`src/rtl/operand_issue_pkg.sv`:
```
// Shared widths, slot state encoding and helpers for the operand_issue stage.
package operand_issue_pkg;

  localparam int OPW_DEF = 8;
  localparam int REGW    = 5;
  localparam int XLEN    = 32;
  localparam int NREG    = 1 << REGW;

  typedef logic [REGW-1:0] reg_idx_t;
  typedef logic [XLEN-1:0] xword_t;

  typedef enum logic {
    SLOT_EMPTY = 1'b0,
    SLOT_FULL  = 1'b1
  } slot_state_t;

  typedef struct packed {
    xword_t   pc;
    xword_t   imm;
    reg_idx_t rs1;
    reg_idx_t rs2;
    logic     use_rs1;
    logic     use_rs2;
    reg_idx_t rd;
    logic     wb;
  } slot_fields_t;

  // x0 is never reserved or tracked.
  function automatic logic writes_reg(input logic wb, input reg_idx_t rd);
    return wb && (rd != '0);
  endfunction

endpackage

```
`src/rtl/operand_issue_if.sv`:
```
// Decode, register-file, writeback-snoop and execute signals of the issue stage.
interface operand_issue_if
  import operand_issue_pkg::*;
#(
  parameter int OPW = OPW_DEF
);
  logic           id_valid;
  logic           id_ready;
  xword_t         id_pc;
  logic [OPW-1:0] id_op;
  xword_t         id_imm;
  reg_idx_t       id_rs1;
  reg_idx_t       id_rs2;
  logic           id_use_rs1;
  logic           id_use_rs2;
  reg_idx_t       id_rd;
  logic           id_wb;

  reg_idx_t       rf_rs1;
  reg_idx_t       rf_rs2;
  logic           rf_rs1_valid;
  logic           rf_rs2_valid;
  xword_t         rf_rs1_data;
  xword_t         rf_rs2_data;
  reg_idx_t       rf_rd;
  logic           rf_reserve;

  logic           wb_wen;
  reg_idx_t       wb_wreg;

  logic           ex_valid;
  logic           ex_ready;
  xword_t         ex_pc;
  logic [OPW-1:0] ex_op;
  xword_t         ex_imm;
  reg_idx_t       ex_rd;
  logic           ex_wb;
  xword_t         ex_rs1_data;
  xword_t         ex_rs2_data;

  modport slave (
    input  id_valid, id_pc, id_op, id_imm, id_rs1, id_rs2, id_use_rs1, id_use_rs2,
           id_rd, id_wb,
    output id_ready,
    output rf_rs1, rf_rs2, rf_rd, rf_reserve,
    input  rf_rs1_valid, rf_rs2_valid, rf_rs1_data, rf_rs2_data,
    input  wb_wen, wb_wreg,
    output ex_valid, ex_pc, ex_op, ex_imm, ex_rd, ex_wb, ex_rs1_data, ex_rs2_data,
    input  ex_ready
  );

  modport master (
    output id_valid, id_pc, id_op, id_imm, id_rs1, id_rs2, id_use_rs1, id_use_rs2,
           id_rd, id_wb,
    input  id_ready,
    input  rf_rs1, rf_rs2, rf_rd, rf_reserve,
    output rf_rs1_valid, rf_rs2_valid, rf_rs1_data, rf_rs2_data,
    output wb_wen, wb_wreg,
    input  ex_valid, ex_pc, ex_op, ex_imm, ex_rd, ex_wb, ex_rs1_data, ex_rs2_data,
    output ex_ready
  );
endinterface

```
`src/rtl/operand_issue_busy_mask.sv`:
```
// Per-register busy scoreboard (x1..x31): set on reserving issue, cleared by writeback snoop.
module issue_busy_mask
  import operand_issue_pkg::*;
(
  input  logic     clk,
  input  logic     reset_n,
  input  logic     set_en,
  input  reg_idx_t set_idx,
  input  logic     clr_en,
  input  reg_idx_t clr_idx,
  input  reg_idx_t look_idx,
  output logic     look_busy
);

  logic [NREG-1:1] busy_q, busy_d;
  logic [NREG-1:0] cur_v, nxt_v;

  assign cur_v     = {busy_q, 1'b0};
  assign look_busy = cur_v[look_idx];

  // Set is applied after clear so a same-cycle reserve of the written register wins.
  always_comb begin
    nxt_v = cur_v;
    if (clr_en) nxt_v[clr_idx] = 1'b0;
    if (set_en) nxt_v[set_idx] = 1'b1;
    busy_d = nxt_v[NREG-1:1];
  end

  always_ff @(posedge clk or negedge reset_n) begin
    if (!reset_n) busy_q <= '0;
    else          busy_q <= busy_d;
  end

endmodule

```
`src/rtl/operand_issue.sv`:
```
// Issue stage: one-entry holding slot, operand read/stall, rd reservation, output register.
// Optional ISSUE_STALL_CNT_EN adds the stall_cycles counter output.
//
// state      | meaning
// SLOT_EMPTY | no instruction held; decode may load the slot
// SLOT_FULL  | instruction held, waiting on operands, WAW busy or output register
module operand_issue
  import operand_issue_pkg::*;
#(
  parameter int OPW = OPW_DEF
) (
  input  logic           clk,
  input  logic           reset_n,
  input  logic           flush,
  operand_issue_if.slave bus
`ifdef ISSUE_STALL_CNT_EN
  ,
  output logic [31:0]    stall_cycles
`endif
);

  slot_state_t    state_q, state_d;
  slot_fields_t   slot_q, slot_d;
  logic [OPW-1:0] slot_op_q, slot_op_d;

  logic           ex_valid_q, ex_valid_d;
  xword_t         ex_pc_q, ex_pc_d;
  logic [OPW-1:0] ex_op_q, ex_op_d;
  xword_t         ex_imm_q, ex_imm_d;
  reg_idx_t       ex_rd_q, ex_rd_d;
  logic           ex_wb_q, ex_wb_d;
  xword_t         ex_rs1_q, ex_rs1_d;
  xword_t         ex_rs2_q, ex_rs2_d;

  logic full, src_ok, rd_busy, waw_block, out_free, issue, accept, reserve, id_ready;

  assign full       = (state_q == SLOT_FULL);
  assign bus.rf_rs1 = slot_q.use_rs1 ? slot_q.rs1 : '0;
  assign bus.rf_rs2 = slot_q.use_rs2 ? slot_q.rs2 : '0;
  assign src_ok     = (!slot_q.use_rs1 || bus.rf_rs1_valid) &&
                      (!slot_q.use_rs2 || bus.rf_rs2_valid);
  assign waw_block  = writes_reg(slot_q.wb, slot_q.rd) && rd_busy;
  assign out_free   = !ex_valid_q || bus.ex_ready;
  assign issue      = full && src_ok && !waw_block && out_free && !flush;
  assign id_ready   = !flush && (!full || issue);
  assign accept     = bus.id_valid && id_ready;
  assign reserve    = issue && writes_reg(slot_q.wb, slot_q.rd);

  assign bus.id_ready   = id_ready;
  assign bus.rf_rd      = slot_q.rd;
  assign bus.rf_reserve = reserve;

  issue_busy_mask u_busy (
    .clk       (clk),
    .reset_n   (reset_n),
    .set_en    (reserve),
    .set_idx   (slot_q.rd),
    .clr_en    (bus.wb_wen),
    .clr_idx   (bus.wb_wreg),
    .look_idx  (slot_q.rd),
    .look_busy (rd_busy)
  );

  always_comb begin
    state_d   = state_q;
    slot_d    = slot_q;
    slot_op_d = slot_op_q;
    case (state_q)
      SLOT_EMPTY: if (accept) state_d = SLOT_FULL;
      SLOT_FULL: begin
        if (flush)                state_d = SLOT_EMPTY;
        else if (issue && !accept) state_d = SLOT_EMPTY;
      end
      default: state_d = SLOT_EMPTY;
    endcase
    if (accept) begin
      slot_d.pc      = bus.id_pc;
      slot_d.imm     = bus.id_imm;
      slot_d.rs1     = bus.id_rs1;
      slot_d.rs2     = bus.id_rs2;
      slot_d.use_rs1 = bus.id_use_rs1;
      slot_d.use_rs2 = bus.id_use_rs2;
      slot_d.rd      = bus.id_rd;
      slot_d.wb      = bus.id_wb;
      slot_op_d      = bus.id_op;
    end
  end

  always_comb begin
    ex_valid_d = ex_valid_q;
    ex_pc_d    = ex_pc_q;
    ex_op_d    = ex_op_q;
    ex_imm_d   = ex_imm_q;
    ex_rd_d    = ex_rd_q;
    ex_wb_d    = ex_wb_q;
    ex_rs1_d   = ex_rs1_q;
    ex_rs2_d   = ex_rs2_q;
    if (flush) begin
      ex_valid_d = 1'b0;
    end else if (issue) begin
      ex_valid_d = 1'b1;
      ex_pc_d    = slot_q.pc;
      ex_op_d    = slot_op_q;
      ex_imm_d   = slot_q.imm;
      ex_rd_d    = slot_q.rd;
      ex_wb_d    = slot_q.wb;
      ex_rs1_d   = bus.rf_rs1_data;
      ex_rs2_d   = bus.rf_rs2_data;
    end else if (bus.ex_ready) begin
      ex_valid_d = 1'b0;
    end
  end

  always_ff @(posedge clk or negedge reset_n) begin
    if (!reset_n) begin
      state_q    <= SLOT_EMPTY;
      slot_q     <= '0;
      slot_op_q  <= '0;
      ex_valid_q <= 1'b0;
      ex_pc_q    <= '0;
      ex_op_q    <= '0;
      ex_imm_q   <= '0;
      ex_rd_q    <= '0;
      ex_wb_q    <= 1'b0;
      ex_rs1_q   <= '0;
      ex_rs2_q   <= '0;
    end else begin
      state_q    <= state_d;
      slot_q     <= slot_d;
      slot_op_q  <= slot_op_d;
      ex_valid_q <= ex_valid_d;
      ex_pc_q    <= ex_pc_d;
      ex_op_q    <= ex_op_d;
      ex_imm_q   <= ex_imm_d;
      ex_rd_q    <= ex_rd_d;
      ex_wb_q    <= ex_wb_d;
      ex_rs1_q   <= ex_rs1_d;
      ex_rs2_q   <= ex_rs2_d;
    end
  end

  assign bus.ex_valid    = ex_valid_q;
  assign bus.ex_pc       = ex_pc_q;
  assign bus.ex_op       = ex_op_q;
  assign bus.ex_imm      = ex_imm_q;
  assign bus.ex_rd       = ex_rd_q;
  assign bus.ex_wb       = ex_wb_q;
  assign bus.ex_rs1_data = ex_rs1_q;
  assign bus.ex_rs2_data = ex_rs2_q;

`ifdef ISSUE_STALL_CNT_EN
  logic [31:0] stall_q, stall_d;

  always_comb begin
    stall_d = stall_q;
    if (full && !issue && !flush) stall_d = stall_q + 32'd1;
  end

  always_ff @(posedge clk or negedge reset_n) begin
    if (!reset_n) stall_q <= '0;
    else          stall_q <= stall_d;
  end

  assign stall_cycles = stall_q;
`endif

endmodule

```
`src/flat_wrapper.sv`:
```
// flat-port wrapper written by rule: the top's interface ports become plain ports
module operand_issue_flat import operand_issue_pkg::*;
#(
  parameter int OPW = OPW_DEF
)
  (clk, reset_n, flush, bus_id_valid, bus_id_pc, bus_id_op, bus_id_imm, bus_id_rs1, bus_id_rs2, bus_id_use_rs1, bus_id_use_rs2, bus_id_rd, bus_id_wb, bus_id_ready, bus_rf_rs1, bus_rf_rs2, bus_rf_rd, bus_rf_reserve, bus_rf_rs1_valid, bus_rf_rs2_valid, bus_rf_rs1_data, bus_rf_rs2_data, bus_wb_wen, bus_wb_wreg, bus_ex_valid, bus_ex_pc, bus_ex_op, bus_ex_imm, bus_ex_rd, bus_ex_wb, bus_ex_rs1_data, bus_ex_rs2_data, bus_ex_ready);
  operand_issue_if #(.OPW(OPW)) bus_i ();
  input  logic clk;
  input  logic reset_n;
  input  logic flush;
  input wire logic [$bits(bus_i.id_valid)-1:0] bus_id_valid;
  input wire logic [$bits(bus_i.id_pc)-1:0] bus_id_pc;
  input wire logic [$bits(bus_i.id_op)-1:0] bus_id_op;
  input wire logic [$bits(bus_i.id_imm)-1:0] bus_id_imm;
  input wire logic [$bits(bus_i.id_rs1)-1:0] bus_id_rs1;
  input wire logic [$bits(bus_i.id_rs2)-1:0] bus_id_rs2;
  input wire logic [$bits(bus_i.id_use_rs1)-1:0] bus_id_use_rs1;
  input wire logic [$bits(bus_i.id_use_rs2)-1:0] bus_id_use_rs2;
  input wire logic [$bits(bus_i.id_rd)-1:0] bus_id_rd;
  input wire logic [$bits(bus_i.id_wb)-1:0] bus_id_wb;
  output wire logic [$bits(bus_i.id_ready)-1:0] bus_id_ready;
  output wire logic [$bits(bus_i.rf_rs1)-1:0] bus_rf_rs1;
  output wire logic [$bits(bus_i.rf_rs2)-1:0] bus_rf_rs2;
  output wire logic [$bits(bus_i.rf_rd)-1:0] bus_rf_rd;
  output wire logic [$bits(bus_i.rf_reserve)-1:0] bus_rf_reserve;
  input wire logic [$bits(bus_i.rf_rs1_valid)-1:0] bus_rf_rs1_valid;
  input wire logic [$bits(bus_i.rf_rs2_valid)-1:0] bus_rf_rs2_valid;
  input wire logic [$bits(bus_i.rf_rs1_data)-1:0] bus_rf_rs1_data;
  input wire logic [$bits(bus_i.rf_rs2_data)-1:0] bus_rf_rs2_data;
  input wire logic [$bits(bus_i.wb_wen)-1:0] bus_wb_wen;
  input wire logic [$bits(bus_i.wb_wreg)-1:0] bus_wb_wreg;
  output wire logic [$bits(bus_i.ex_valid)-1:0] bus_ex_valid;
  output wire logic [$bits(bus_i.ex_pc)-1:0] bus_ex_pc;
  output wire logic [$bits(bus_i.ex_op)-1:0] bus_ex_op;
  output wire logic [$bits(bus_i.ex_imm)-1:0] bus_ex_imm;
  output wire logic [$bits(bus_i.ex_rd)-1:0] bus_ex_rd;
  output wire logic [$bits(bus_i.ex_wb)-1:0] bus_ex_wb;
  output wire logic [$bits(bus_i.ex_rs1_data)-1:0] bus_ex_rs1_data;
  output wire logic [$bits(bus_i.ex_rs2_data)-1:0] bus_ex_rs2_data;
  input wire logic [$bits(bus_i.ex_ready)-1:0] bus_ex_ready;
  assign bus_i.id_valid = bus_id_valid;
  assign bus_i.id_pc = bus_id_pc;
  assign bus_i.id_op = bus_id_op;
  assign bus_i.id_imm = bus_id_imm;
  assign bus_i.id_rs1 = bus_id_rs1;
  assign bus_i.id_rs2 = bus_id_rs2;
  assign bus_i.id_use_rs1 = bus_id_use_rs1;
  assign bus_i.id_use_rs2 = bus_id_use_rs2;
  assign bus_i.id_rd = bus_id_rd;
  assign bus_i.id_wb = bus_id_wb;
  assign bus_id_ready = bus_i.id_ready;
  assign bus_rf_rs1 = bus_i.rf_rs1;
  assign bus_rf_rs2 = bus_i.rf_rs2;
  assign bus_rf_rd = bus_i.rf_rd;
  assign bus_rf_reserve = bus_i.rf_reserve;
  assign bus_i.rf_rs1_valid = bus_rf_rs1_valid;
  assign bus_i.rf_rs2_valid = bus_rf_rs2_valid;
  assign bus_i.rf_rs1_data = bus_rf_rs1_data;
  assign bus_i.rf_rs2_data = bus_rf_rs2_data;
  assign bus_i.wb_wen = bus_wb_wen;
  assign bus_i.wb_wreg = bus_wb_wreg;
  assign bus_ex_valid = bus_i.ex_valid;
  assign bus_ex_pc = bus_i.ex_pc;
  assign bus_ex_op = bus_i.ex_op;
  assign bus_ex_imm = bus_i.ex_imm;
  assign bus_ex_rd = bus_i.ex_rd;
  assign bus_ex_wb = bus_i.ex_wb;
  assign bus_ex_rs1_data = bus_i.ex_rs1_data;
  assign bus_ex_rs2_data = bus_i.ex_rs2_data;
  assign bus_i.ex_ready = bus_ex_ready;
  operand_issue #(.OPW(OPW)) u_core (.clk(clk), .reset_n(reset_n), .flush(flush), .bus(bus_i));
endmodule
```
`config.mk`:
```
export PLATFORM = sky130hd
export DESIGN_NAME = operand_issue_flat
export DESIGN_NICKNAME = d
export VERILOG_FILES = /design/src/rtl/operand_issue_pkg.sv /design/src/rtl/operand_issue_if.sv /design/src/rtl/operand_issue_busy_mask.sv /design/src/rtl/operand_issue.sv /design/src/flat_wrapper.sv
export SDC_FILE = /design/constraint.sdc
export NUM_CORES = 1
export LEC_CHECK = 0
export BUFFER_PORTS_ARGS = -buffer_cell sky130_fd_sc_hd__buf_2
export CORE_MARGIN = 5
export CORE_UTILIZATION = 40
export DETAILED_ROUTE_END_ITERATION = 8
export SYNTH_ARGS = -nofsm -noshare
export SYNTH_HDL_FRONTEND = slang
export SYNTH_SLANG_ARGS = --single-unit
```
`constraint.sdc`:
```
create_clock -name clk -period 3.1 [get_ports clk]
set_input_delay 0.31 -clock clk [delete_from_list [all_inputs] [get_ports clk]]
set_output_delay 0.31 -clock clk [all_outputs]
set_load 0.01 [all_outputs]
```
# Yosys cells after proc, flatten, opt, wreduce, memory -nomap -nowiden
# Cells that the tools add are included.
# word_totals
regBits	265
inputBits	167
output_inout_bits	160
elab_cells	72
# classes
magnitude_cmp	4
mux	17
bitwise	5
reduce_logical	27
# ops
operator	n
$mux W32	2
$and A32 B32 Y32	1
$not A32 Y32	1
$or A32 B32 Y32	1
$logic_and A1 B1 Y1	13
$lt A5 B6 Y1 const B	2
$demux W1 S5	2
$ge A5 B1 Y1 const B	2
$mux W5	2
$mux W1	9
$logic_not A1 Y1	7
$bmux W1 S5	1
$reduce_bool A5 Y1	1
$logic_or A1 B1 Y1	4
$reduce_bool A3 Y1	1
$not A1 Y1	2
$pmux W1 S2	1
$reduce_and A2 Y1	1

# Logic depth before layout (Yosys ltp)
# Gate-level depths: netlist of run 1.
# depth
ltp_word	15
ltp_mapped	11
ltp_nobuf	7

# Hierarchy
# A second synthesis of run 1 with hierarchy kept.
# hier_totals
cells_unflattened	682
area_unflattened_um2	10621.4
# by_module_without_submodules
module	instances	cells_each	area_each_um2	seq_area_each_um2
operand_issue	1	527	9068.7	5855.6
issue_busy_mask	1	155	1552.7	775.7

# Worst setup path after synthesis of run 1
# Ideal clock, no wire load.
# synth_path
path_kind	flip-flop to flip-flop
start	register u_core.slot_q (netlist bit u_core.bus.rf_rd[0])
end	register u_core.slot_q (netlist bit u_core.bus.rf_rd[0])
setup_ns	0.125
arrival_ns	2.408
required_time_ns	2.975
slack_ns	0.566
stages_incl_launch_ff	11
path_buffers	3
synth_period_minus_slack_ns	2.534
cell_sequence	dfrtp_1 -> buf_6 -> mux2i_1 -> o32ai_1 -> nor4_1 -> o311ai_1 -> o311a_4 -> nor3b_4 -> buf_12 -> buf_12 -> mux2_4
# synth_between
elab_chain_cells	10
elab_cells_between_ends	12
cone_classes	mux: 2; reduce/logical: 10
# synth_lines
item	line_no	source
from (decl)	operand_issue.sv:23	slot_fields_t slot_q, slot_d;
from (signal assigned)	operand_issue.sv:129	slot_q <= slot_d;
$bmux W1 S5 or $reduce_bool A5 Y1 (tied branches)	operand_issue_busy_mask.sv:19, operand_issue_pkg.sv:30	
$mux W1 (not written as such) or $logic_and A1 B1 Y1 (tied branches)	operand_issue_busy_mask.sv:19, operand_issue_pkg.sv:30	
$logic_and A1 B1 Y1 *	operand_issue.sv:42	assign waw_block = writes_reg(slot_q.wb, slot_q.rd) && rd_busy;
$logic_not A1 Y1 *	operand_issue.sv:44	assign issue = full && src_ok && !waw_block && out_free && !flush;
$logic_and A1 B1 Y1 * (3 in a row)	operand_issue.sv:44	
$logic_or A1 B1 Y1 *	operand_issue.sv:45	assign id_ready = !flush && (!full || issue);
$logic_and A1 B1 Y1 *	operand_issue.sv:45	
$logic_and A1 B1 Y1 *	operand_issue.sv:46	assign accept = bus.id_valid && id_ready;
# Mark *: on every way between the ends. The rest lies on a longest branch, timed or not. The select of a mux whose other input is x is not followed.
# A chain may end at the register's enable or synchronous reset.

# Worst setup path in the final report of run 1
# layout_path
start	register u_core.slot_q (netlist bit u_core.bus.rf_rd[0])
end	output bus_rf_reserve
# layout_between
elab_chain_cells	8
elab_cells_between_ends	10
cone_classes	mux: 2; reduce/logical: 8
# layout_lines
item	line_no	source
$bmux W1 S5 or $reduce_bool A5 Y1 (tied branches)	operand_issue_busy_mask.sv:19, operand_issue_pkg.sv:30	
$mux W1 (not written as such) or $logic_and A1 B1 Y1 (tied branches)	operand_issue_busy_mask.sv:19, operand_issue_pkg.sv:30	
$logic_and A1 B1 Y1	operand_issue.sv:42	
$logic_not A1 Y1	operand_issue.sv:44	
$logic_and A1 B1 Y1 (3 in a row)	operand_issue.sv:44	
$logic_and A1 B1 Y1 *	operand_issue.sv:47	assign reserve = issue && writes_reg(slot_q.wb, slot_q.rd);
to (decl)	flat_wrapper.sv:25	output wire logic [$bits(bus_i.rf_reserve)-1:0] bus_rf_reserve;
# Marks and branches as above.

==> summary.txt, run 1 <==
Critical path
  – Reg2reg path depth: 9
  – CP Capture Type: primary output
  – Required @ worst endpoint: between 2 and 3 ns
  – Critical R2R Launch: u_core.bus.rf_rd[0]
  – Worst setup SP type: register
  – WS Path Type: reg -> out
  – Arr. time, crit path: 2.65 ns
  – CP Capture Point: bus_rf_reserve
  – Crit path max fanout: 20
  – CP startpoint: u_core.bus.rf_rd[0]
  – Reg2Reg Setup Slack: approximately 0.18 ns
  – Worst flop-to-flop path endpoint: u_core.slot_q[57]

Yosys
  – Ys Warns: 0
  – Seq cells post-synth: around 270
  – Syn Inst Count: a little under 700
  – Register area share after synthesis: 0.604
  – Post-Syn Area: about 0.011 mm2
  – Syn_nets: about 860
  – Number of synthesized flops with an enable pin: 0
  – Ys async rst share: 1.00
  – Synth unique cells: 40
  – Ys flop type: dfrtp_1
  – Syn Area/Cell: between 15 and 20 um2

Route
  – Avg Vias per Cell: between 4 and 5
  – Total number of vias: 7512
  – First DRT Iteration DRCs: roughly 240
  – WL/cell: 18.3 um
  – Final wirelength: 28500 um
  – Detailed Routing Iterations Pass 1: 4
  – Antenna Nets Post-Route: 0
  – DRC: 0

Die
  – Die area: between 0.03 and 0.04 mm2
  – Initial Util: 0.406
  – Die width: around 180 um
  – Die height: about 180 um
  – Rows: 60
  – Core footprint: 0.0270 mm2
  – Ports: 327

CTS
  – CTS tree: done
  – Clock buffer depth: 3
  – Worst skew pair latency: ~0.54 ns
  – Total CTS buffers: 29
  – H-tree Lvls: 1
  – Clk Tree Root Cell: clkbuf_16
  – Post-CTS Setup Bufs: 0
  – Clk slew on worst S/H paths: 0.06 ns
  – Clock sinks: 265

Finish
  – Nets@finish: 1355
  – Cell Count, Final, Fillers Out: between 1500 and 2000
  – Layout cells sized above 1: 0.477
  – Area Growth Syn to Fin: 41.8%

Timing
  – Fmax: 337 MHz
  – Ratio of final minimum period to clock period: 0.956
  – Normalized max-slew margin: 0.570
  – Clk_skew: ~0.0090 ns
  – Final Setup Violations: 0
  – Actual slew at the worst max-slew pin: around 0.65 ns
  – Final Hold Viols: 0
  – Setup TNS Final: 0 ns
  – Max Slew Vio Count: 0
  – RSZ-0062 raised after global routing: false
  – Tmin final: around 3 ns

Placement
  – Number of port buffers: roughly 330
  – RD Place Congestion: ~0.85
  – Post-DP HPWL: between 15000 and 20000 um
  – Placed Cells incl. Taps: 1348

GRT
  – Total track usage: 0.180
  – Vias in the first global route: about 8300
  – Initial antenna violation count: 2
  – Largest net degree at the start of global routing: just over 80
  – Gr ovfl total: 0
  – First-pass GRT wire length: about 45000 um

Power
  – Max VDD drop: about 0.00052 V
  – Power density cells: roughly 780 mW/mm2
  – Leak: 7.41 nW

Status
  – Outcome: finished, final reports clean

Min path
  – Hold Crit Class: in -> reg

Job
  – Max Cap Viol: 0
-- power by group --
group          total, W  internal [W]  switching [W]
clock network   0.00369       0.00233        0.00136
logic           0.00337       0.00180        0.00156
registers       0.00515       0.00457       0.000581
total            0.0122       0.00870        0.00351
-- worst max-delay path, stage by stage, from the launching register on --
cell,delay (ns)
dfrtp_1,0.39
buf_12,0.20
mux2i_1,0.20
nor3_1,0.08
nor4_2,0.30
o311ai_2,0.19
nor2_2,0.21
buf_4,0.16
nand2_1,0.08
nor2_1,0.15
buf_2,0.15
-- cell type report --
class / count / area, um2
flip-flops and latches: 265 / 6630
inverters: 3 / 11.3
fillers: 2159 / 11500
repair buffers: 502 / 3490
clock buffers: 44 / 862
clock inverters: 10 / 186
well taps: 341 / 427
diodes: 2 / 5.00
multi-input cells: 387 / 3950
-- per-layer routing --
layer,up-vias,track usage,wire length (um)
li1,3469,-,-
met4,0,0.0669,1090
met5,-,0,0
met2,241,0.307,14200
met3,69,0.0409,1700
met1,3733,0.223,11500
-- cells in the final DEF, fill, tap and decap left out, types with 2 or more instances in the layout --
cell type and count:
inv_1 2, and2_1 10, mux2_4 90, diode_2 2, nand3_1 7, mux2_1 68, buf_12 12, nand3b_1 7
nor3_1 6, a21oi_1 2, mux2i_1 13, dlygate4sd3_1 150, nor2_1 10, o22ai_1 2, dfrtp_1 263, o31ai_1 7
clkbuf_8 8, clkbuf_16 29, clkinvlp_4 3, nand2_1 9, nor2b_1 2, bufinv_16 5, or3_1 2, nand2b_1 3
buf_4 14, dfrtp_2 2, or3b_2 3, mux2_2 74, o21ai_0 58, clkbuf_1 7, buf_2 325
-- registers in the layout (all words and copies together) (netlist names) --
register,cells
u_core.bus.ex_imm,32
u_core.bus.ex_rs1_data,32
u_core.bus.ex_rs2_data,32
u_core.full,1
u_core.bus.ex_op,8
u_core.u_busy.busy_q,31
u_core.bus.rf_rd,5
u_core.slot_q,77
u_core.bus.ex_wb,1
u_core.bus.ex_pc,32
u_core.slot_op_q,8
u_core.bus.ex_valid,1
u_core.bus.ex_rd,5
-- synth_stat cells (9+ instances only) --
cell type  count  area [um2]
dfrtp_1      265        6630
mux2_4        90        1350
mux2_2        74         833
mux2_1        68         766
o21ai_0       58         290
buf_4         19         143
mux2i_1       13         130
and2_1        10        62.6
buf_12        10         200
nor2_1        10        37.5
nand2_1        9        33.8
-- worst min-delay path by stage --
stage	start	endpoint	depth (start not counted)
2_1_floorplan	reset_n	u_core.bus.ex_imm[0]	0
3_3_place_gp	reset_n	u_core.slot_q[40]	1
3_5_place_dp	reset_n	u_core.slot_q[40]	1
4_1_cts	bus_id_rd[0]	u_core.bus.rf_rd[0]	2
5_1_grt	bus_id_rd[0]	u_core.bus.rf_rd[0]	2
6_report	bus_id_valid	u_core.full	3
-- what timing repair did --
item                                    CTS  global route
endpoints found under the setup margin    0            25
hold endpoints to repair                226             0
gates resized for setup                   0             4
hold buffers                            150             0
-- through the flow --
stage / total power, W / hold WS [ns] / area (um2) / utilization / setup WS, ns
final: 0.0122 / 0.0247 / 15600 / 0.576 / 0.136
after floorplan: 0.00693 / 0.0144 / 11000 / - / 0.566
after global routing: 0.0129 / 0.00916 / 15600 / 0.576 / 0.0150
after detailed placement: 0.00842 / 0.340 / 13000 / 0.481 / 0.144
after CTS: 0.0123 / 0.00255 / 15500 / 0.575 / 0.0354
after global placement: 0.00835 / 0.343 / 13000 / 0.481 / 0.210
-- logic make-up (layout without fill, tap and decap cells) --
family,after synthesis,count (layout),synth area share
DFF,265,265,0.604
AOI/OAI and AO/OA,75,75,0.0399
muxes,246,246,0.283
buffers and inverters,40,559,0.0381
and+or+nand+nor,66,66,0.0356
other,0,2,0
Power figures use the tool's default switching activity.
==> inputs of run 2 (changes only) <==
--- a/config.mk
+++ b/config.mk
@@ -6,7 +6,6 @@
 export NUM_CORES = 1
 export LEC_CHECK = 0
 export BUFFER_PORTS_ARGS = -buffer_cell sky130_fd_sc_hd__buf_2
-export CORE_MARGIN = 5
 export CORE_UTILIZATION = 40
 export DETAILED_ROUTE_END_ITERATION = 8
 export SYNTH_ARGS = -nofsm -noshare
==> run 2 against run 1 <==
Net effect:
- global-route usage grew 1.3 points
- critical endpoint unchanged
- critical path type unchanged
- power shrank 3.0%
- largest power group unchanged
- maximum frequency shrank 0.87%
- clock power shrank 9.5%
==> summary.txt, run 2 (synthesized netlist as in run 1, its figures left out) <==
Route
  – WL/cell: 17.7 um (-3.6%)
  – Antenna Nets Post-Route: 0 (unchanged)
  – First DRT Iteration DRCs: 355 (+50%)
  – DRC: 0 (unchanged)
  – Final wirelength: 27500 um (-3.4%)
  – Total number of vias: 7519 (+0.093%)
  – Detailed Routing Iterations Pass 1: 4 (unchanged)
  – Avg Vias per Cell: 4.83 (about the same)

Status
  – Outcome: finished, final reports clean

Finish
  – Most frequent cells in the layout: buf_2 (325), dfrtp_1 (261), dlygate4sd3_1 (152)
  – Layout filler cell count: 2147 (-0.56%)
  – Nets@finish: 1359 (+0.30%)
  – Max reg flops: 77 (unchanged)
  – Top reg by flops: u_core.slot_q
  – FF+latch area: 0.00664 mm2 (about the same)
  – Area Growth Syn to Fin: 41.0%
  – Cell area after layout: 0.0155 mm2 (-0.51%)
  – Layout cells sized above 1: 0.483 (+0.00581)
  – Cell Count, Final, Fillers Out: 1557 (+0.19%)
  – Commonest non-fill, non-tap cell in the layout: buf_2
  – Multi-input gate area: 0.00396 mm2 (+0.22%)

Placement
  – Post-DP HPWL: 17800 um (-7.3%)
  – Placed Cells incl. Taps: 1346 (-0.15%)
  – Number of port buffers: 326 (unchanged)
  – RD Place Congestion: 0.783 (-8.4%)
  – Placement Cell Area: 0.0130 mm2 (-0.31%)

CTS
  – Clock buffer depth: 3 (unchanged)
  – Clk Tree Root Cell: clkbuf_16
  – H-tree Lvls: 1 (unchanged)
  – Clock sinks: 265 (unchanged)
  – Worst skew pair latency: 0.53 ns (about the same)
  – CTS tree: done
  – Total CTS buffers: 29 (unchanged)
  – Clk slew on worst S/H paths: 0.06 ns (about the same)

Critical path
  – Top cell family by delay on the critical path: simple AND/OR/NAND/NOR gates
  – Worst setup SP type: register
  – Worst flop-to-flop path endpoint: u_core.bus.ex_pc[13]
  – Worst path slowest cell: dfrtp_2
  – Worst Path Buf+Inv: 1 (-2)
  – Cell Chain, Critical Path: or3b_4, o32ai_2, nor4_1, o311ai_2, nor2_2, nand2_1, nor2_1, buf_2
  – Reg2Reg Setup Slack: 0.12 ns (-0.06 ns)
  – Arr. time, crit path: 2.68 ns (+0.03 ns)
  – Required @ worst endpoint: 2.79 ns (about the same)
  – Crit path max fanout: 9 (-55%)
  – CP Capture Type: primary output
  – WS Path Type: reg -> out
  – CP peak stage delay: 0.48 ns (+0.09 ns)
  – Reg2reg path depth: 10 (+1)
  – Crit path depth: 8 (-2)
  – Critical R2R Launch: u_core.bus.rf_rd[3]
  – CP Capture Point: bus_rf_reserve
  – CP startpoint: u_core.bus.rf_rd[2]

GRT
  – M2 GR Usage: 0.340 (+0.0332)
  – Initial antenna violation count: 3 (+1)
  – First-pass GRT wire length: 42900 um (-5.0%)
  – Vias in the first global route: 8013 (-2.9%)
  – Gr ovfl total: 0 (unchanged)
  – Met3 Use GR: 0.0395 (-0.00142)
  – Top Usage Layer GRT: met2
  – Total track usage: 0.192 (+0.0127)
  – Largest net degree at the start of global routing: 81 (-2.4%)
  – M1 GR Usage: 0.232 (+0.00910)

Timing
  – Actual slew at the worst max-slew pin: 0.643 ns (-0.00202 ns)
  – Ratio of final minimum period to clock period: 0.965 (+0.00843)
  – Fmax: 334 MHz (-0.87%)
  – Setup TNS Final: 0 ns (unchanged)
  – Clk_skew: 0.00675 ns (-0.00220 ns)
  – Final Setup Violations: 0 (unchanged)
  – Max Slew Vio Count: 0 (unchanged)
  – Final Hold Viols: 0 (unchanged)
  – Tmin final: 2.99 ns (+0.0261 ns)
  – Normalized max-slew margin: 0.571 (+0.00134)
  – RSZ-0062 raised after global routing: true

Die
  – Initial Util: 0.407 (+0.00113)
  – Die area: 0.0281 mm2 (-8.9%)
  – Rows: 60 (unchanged)
  – Die width: 168 um (-4.6%)
  – Ports: 327 (unchanged)
  – Die height: 168 um (-4.6%)
  – Core footprint: 0.0270 mm2 (-0.28%)

Power
  – Leak: 7.38 nW (-0.29%)
  – Power density cells: 764 mW/mm2 (-2.5%)
  – Max VDD drop: 0.000480 V (-7.2%)
  – Total Power Consumption: 0.0118 W (-3.0%)

Job
  – Max Cap Viol: 0 (unchanged)

Min path
  – Hold Crit Class: in -> reg
[run 2: worst min-delay path by stage]
stage / from / to / slack, ns / depth (start not counted)
floorplan: reset_n / u_core.bus.ex_imm[0] / 0.01 / 0
finish: bus_id_pc[14] / u_core.slot_q[64] / 0.03 / 2
global placement: reset_n / u_core.slot_q[39] / 0.36 / 1
global route: bus_id_pc[14] / u_core.slot_q[64] / 0.005 / 2
CTS: bus_id_pc[14] / u_core.slot_q[64] / 0.001 / 2
detailed placement: reset_n / u_core.slot_q[39] / 0.35 / 1
[run 2: what timing repair did]
action,CTS,global route
pin swaps,1,1
endpoints found under the hold margin,227,1
setup endpoints to repair,1,192
resized for setup,2,7
hold buffers,151,1
buffers inserted,3,0
gates cloned,0,1
[run 2: worst reg2reg max path: stages (launching register included)]
cell and delay [ns]:
dfrtp_2 0.50, or3b_4 0.47, o32ai_2 0.27, nor4_1 0.11
o311ai_2 0.12, nor2_2 0.11, buf_4 0.16, o21ai_4 0.28
buf_12 0.25, buf_12 0.23, mux2_2 0.37
[run 2: power breakdown]
group          total, W  switching (W)  leakage [nW]  internal (W)
registers       0.00516       0.000589          3.20       0.00457
clock network   0.00334        0.00136         0.468       0.00198
logic           0.00333        0.00153          3.72       0.00181
total            0.0118        0.00348          7.38       0.00836
[run 2: layout make-up]
type | count | area share
Sequential cell | 265 | 0.429
Multi-Input combinational cell | 387 | 0.256
Timing Repair Buffer | 506 | 0.226
Clock buffer | 40 | 0.0547
Tap cell | 341 | 0.0275
Clock inverter | 12 | 0.00582
Inverter | 3 | 0.000727
Antenna cell | 3 | 0.000485
[run 2: per-stage QoR]
step                      utilization  setup slack, ns  hold WS [ns]
after floorplan                     -            0.566        0.0144
after global placement          0.481           0.0232         0.359
after detailed placement        0.481           0.0297         0.352
after CTS                       0.572           0.0467       0.00105
after global routing            0.575         -0.00815       0.00471
final                           0.575            0.110        0.0289
[run 2: layer usage]
layer | up-vias | wire length [um]
met4 | 0 | 854
met5 | - | 0
met2 | 235 | 13800
met3 | 55 | 1510
met1 | 3742 | 11400
li1 | 3487 | -
